<file path="src/rtl/indicator_pkg.sv">
// rtl/indicator_pkg.sv - shared LED count and ASCII command codes
package indicator_pkg;

    localparam int NUM_LEDS = 5;

    localparam logic [7:0] CMD_CLEAR    = 8'h30;
    localparam logic [7:0] CMD_DIGIT_LO = 8'h31;
    localparam logic [7:0] CMD_DIGIT_HI = 8'h35;
    localparam logic [7:0] CMD_SET_U    = 8'h41;
    localparam logic [7:0] CMD_SET_L    = 8'h61;

    typedef enum logic [1:0] {
        OP_NONE,
        OP_TOGGLE,
        OP_CLEAR,
        OP_SET
    } led_op_e;

    function automatic led_op_e decode_cmd(input logic [7:0] cmd);
        if (cmd >= CMD_DIGIT_LO && cmd <= CMD_DIGIT_HI) begin
            return OP_TOGGLE;
        end else if (cmd == CMD_CLEAR) begin
            return OP_CLEAR;
        end else if (cmd == CMD_SET_U || cmd == CMD_SET_L) begin
            return OP_SET;
        end
        return OP_NONE;
    endfunction

endpackage

</file>
<file path="src/rtl/ready_edge.sv">
// rtl/ready_edge.sv - rising-edge detector on the ready strobe, one-cycle accept pulse
module ready_edge (
    input  logic clk,
    input  logic rst,
    input  logic ready,
    output logic accept
);

    logic ready_q;
    logic ready_d;

    always_comb begin
        ready_d = ready;
    end

    // Resetting to 1 keeps a ready already high at reset release from counting as an edge.
    always_ff @(posedge clk or posedge rst) begin
        if (rst) begin
            ready_q <= 1'b1;
        end else begin
            ready_q <= ready_d;
        end
    end

    assign accept = ready & ~ready_q;

endmodule

</file>
<file path="src/rtl/led_indicator.sv">
// rtl/led_indicator.sv - decodes ASCII command bytes into toggle/clear/set of five LEDs
module led_indicator
    import indicator_pkg::*;
(
    input  logic       clk,
    input  logic       rst,
    input  logic [7:0] data,
    input  logic       ready,
    output logic [4:0] leds
);

    logic                accept;
    logic [NUM_LEDS-1:0] led_q;
    logic [NUM_LEDS-1:0] led_d;
    logic [2:0]          led_idx;
    led_op_e             op;

    ready_edge u_ready_edge (
        .clk    (clk),
        .rst    (rst),
        .ready  (ready),
        .accept (accept)
    );

    // Digit n maps to bit 5-n, which is simply CMD_DIGIT_HI minus the byte.
    always_comb begin
        op      = decode_cmd(data);
        led_idx = 3'(CMD_DIGIT_HI - data);
        led_d   = led_q;
        if (accept) begin
            case (op)
                OP_TOGGLE: led_d[led_idx] = ~led_q[led_idx];
                OP_CLEAR:  led_d = '0;
                OP_SET:    led_d = '1;
                default:   led_d = led_q;
            endcase
        end
    end

    always_ff @(posedge clk or posedge rst) begin
        if (rst) begin
            led_q <= '0;
        end else begin
            led_q <= led_d;
        end
    end

    assign leds = led_q;

endmodule

</file>
<file path="config.mk">
export PLATFORM = sky130hd
export DESIGN_NAME = led_indicator
export DESIGN_NICKNAME = d
export VERILOG_FILES = /design/src/rtl/indicator_pkg.sv /design/src/rtl/ready_edge.sv /design/src/rtl/led_indicator.sv
export SDC_FILE = /design/constraint.sdc
export NUM_CORES = 1
export LEC_CHECK = 0
export ABC_CLOCK_PERIOD_IN_PS = 2100
export BUFFER_PORTS_ARGS = -buffer_cell sky130_fd_sc_hd__buf_2
export CAP_MARGIN = 30
export CELL_PAD_IN_SITES_DETAIL_PLACEMENT = 0
export CELL_PAD_IN_SITES_GLOBAL_PLACEMENT = 1
export CORE_AREA = 2 2 46 44
export CTS_CLUSTER_DIAMETER = 200
export DETAILED_ROUTE_END_ITERATION = 6
export DIE_AREA = 0 0 48 46
export GPL_ROUTABILITY_DRIVEN = 0
export PLACE_DENSITY = 0.79
export SYNTH_ARGS = -nofsm -noshare
export SYNTH_HDL_FRONTEND = slang
export SYNTH_HIERARCHICAL = 1
export SYNTH_SLANG_ARGS = --single-unit
</file>
<file path="constraint.sdc">
create_clock -name clk -period 2.1 [get_ports clk]
set_clock_uncertainty 0.2 [all_clocks]
set_input_delay 0.42 -clock clk [delete_from_list [all_inputs] [get_ports clk]]
set_output_delay 0.42 -clock clk [all_outputs]
set_load 0.02 [all_outputs]
</file>
==> impl_metrics.ini <==
[run_status]
status = finished, final reports clean

[cells_and_area]
fin_util = 0.424
area.growth.synth_to_final_pct = 28.0
nFillCells = 176
final_nets = 106
multi_input_area_sq_um = 405
regArea_sq_um = 151
layout-drive-gt1-share = 0.341
diodes = 0

[grt]
antenna_found_initial = 0
grtUsageTotal = 0.163
grt_pass1_vias = 594
grt_max_degree = 17
grt_first_pass_wirelength_mm = 2.50
globalRoute.totalOverflow = 0

[synth]
ys_seq_area_frac = 0.256
synthFlopType = dfrtp_1
synth_area_sq_um = 591
syn_nets = 82
synthCells = 68
synth.top_cells.by_count = a21oi_1, a31oi_1, nand2_1, nand3_1
synth_most_common_cell = a21oi_1
synth_area_leaders = dfrtp_1, a21oi_1, a31oi_1
ys_async_sr_fraction = 1.00
synth-seq-cells = 6
synth_top_cell_by_area = dfrtp_1
netlist.area_leader.share = 0.212
synth-edff-count = 0
synth.distinct_cells = 27
synth.avg_cell_area_sq_um = 8.68
yosysWarnings = 6

[route]
ant_nets = 0
drtPass1Iterations = 4
drtIter0Drc = 25
vias_per_cell = 5.27
drt_wl_total_mm = 1.41
post-route-drc-count = 0
routedWlPerCell_microns = 12.1
via_count = 611

[critical_path]
cp_slowest_cell = ha_1
path_max_fanout = 6
cp.arrival_ps = 1730
slowest_delay_ps = 340
rr_worst_depth = 4
endpoint_kind = flip-flop
crit_chain = buf_2, inv_1, ha_1, mux2i_1, o21ai_1, a21oi_1, nand3_1, a31oi_1
start_kind = input pin
worstSetupPathType = input pin to flip-flop
critPathRequiredTime_ps = 2070

[sta]
hold_violations = 0
fin_setup_tns_ps = 0
rsz0062_at_grt = false
fmax_mhz = 568
setup_violations = 0
setup_slack_ps = 341
slew_headroom = 0.750
hold-worst-slack_ps = 83.8
slew_violations = 0
tightestPinTransition_ps = 365
period_minus_slack_ps = 1760
final.period_utilization = 0.838

[clocking]
cts_buffer_depth = 2
clk_root_buffer_cell = clkbuf_4
cts_resized = 0
numCtsBuffers = 3
htreeDepth = 1
cts_tree = yes
clkTransAtPathRegs_ps = 50
clock_latency_ps = 250
clock-sinks = 6

[placement]
portBuffers = 15
hpwlAfterDp_mm = 1.16
pre_cts_ws_ps = 63.0

[pwr]
ir_drop_uv = 364
p_per_area_mw_per_mm2 = 596
static-leakage-power_nw = 0.339

[die]
start_util = 0.331
core_area_sq_mm = 0.00178
die_w_microns = 48
die_height_microns = 46
rows = 15
num_io_pins = 16
dieArea_sq_mm = 0.00221

[min_path]
whs_path_depth = 1
hold_class = input pin to flip-flop

[flow_run]
maxCapViolations = 0
[through the flow]
step                cell area [sq um]  instances  power (mW)
floorplan                         591         68       0.270
global placement                  719        111       0.336
detailed placement                719        111       0.336
CTS                               756        116       0.457
global route                      756        116       0.495
finish                            756        116       0.450
[per-layer routing]
metal	global-route usage	share of wire	vias up
li1	-	-	303
met1	0.218	0.45	296
met2	0.237	0.50	12
met3	0.0714	0.041	0
met4	0.0432	0	0
met5	0	0	-
[cells in the final DEF (no fill, tap or decap), drive strengths merged]
cell	count
ha	3
nor4b	2
dfstp	1
a221oi	1
nand3	6
a21o	1
buf	20
nand3b	1
a31oi	6
o21ai	5
mux2	1
a21boi	1
nand2	6
nor3	1
nand4bb	1
mux2i	1
or3	1
a2111oi	3
dlygate4sd3	1
nor2b	1
inv	5
nor2	5
clkbuf	4
dfrtp	5
a21oi	9
[area by class of cell]
class                           instances  share of cell area
Clock buffer                            4              0.0348
Timing Repair Buffer                   21               0.162
Tap cell                               25              0.0414
Inverter                                5              0.0248
Sequential cell                         6               0.200
Multi-Input combinational cell         55               0.536
[where the power goes]
group / switching (mW) / total (mW) / internal (mW)
clock network: 0.0435 / 0.116 / 0.0721
logic: 0.102 / 0.172 / 0.0706
registers: 0.0202 / 0.163 / 0.142
total: 0.165 / 0.450 / 0.285
[worst max-delay path, delay by kind of cell]
kind                     cells  cell delay, ps
AO/OA/AOI/OAI                3             430
adder cells (fa/ha/maj)      1             340
buffers and inverters        2             250
multiplexers                 1             190
AND/OR/NAND/NOR              1             100
[cells by family after synthesis]
| kind of cell | after synthesis | share of synthesized area |
|---|---|---|
| AOI/OAI and AO/OA | 26 | 0.280 |
| adders and majority gates | 3 | 0.0636 |
| buffers and inverters | 7 | 0.0572 |
| DFF | 6 | 0.256 |
| muxes | 2 | 0.0360 |
| and+or+nand+nor | 24 | 0.307 |
[what timing repair did]
item                                   CTS  global route
setup endpoints to repair                0             0
endpoints found under the hold margin    6             0
hold buffers                             1             0
buffers inserted                         0             0
[path summary, 6_finish.rpt]
kind                            slack [ps]  startpoint                              to
worst max-delay path                   340     data[2]                       flip-flop
worst min-delay path                    80       ready  u_ready_edge/ready_q$_DFF_PP1_
worst max register to register         540   flip-flop                       flip-flop
worst min register to register         320   flip-flop                       flip-flop
max in group asynchronous             1100         rst      asynchronous set/reset pin
min in group asynchronous              420         rst      asynchronous set/reset pin
No activity file was read; power rests on OpenSTA's default activity.
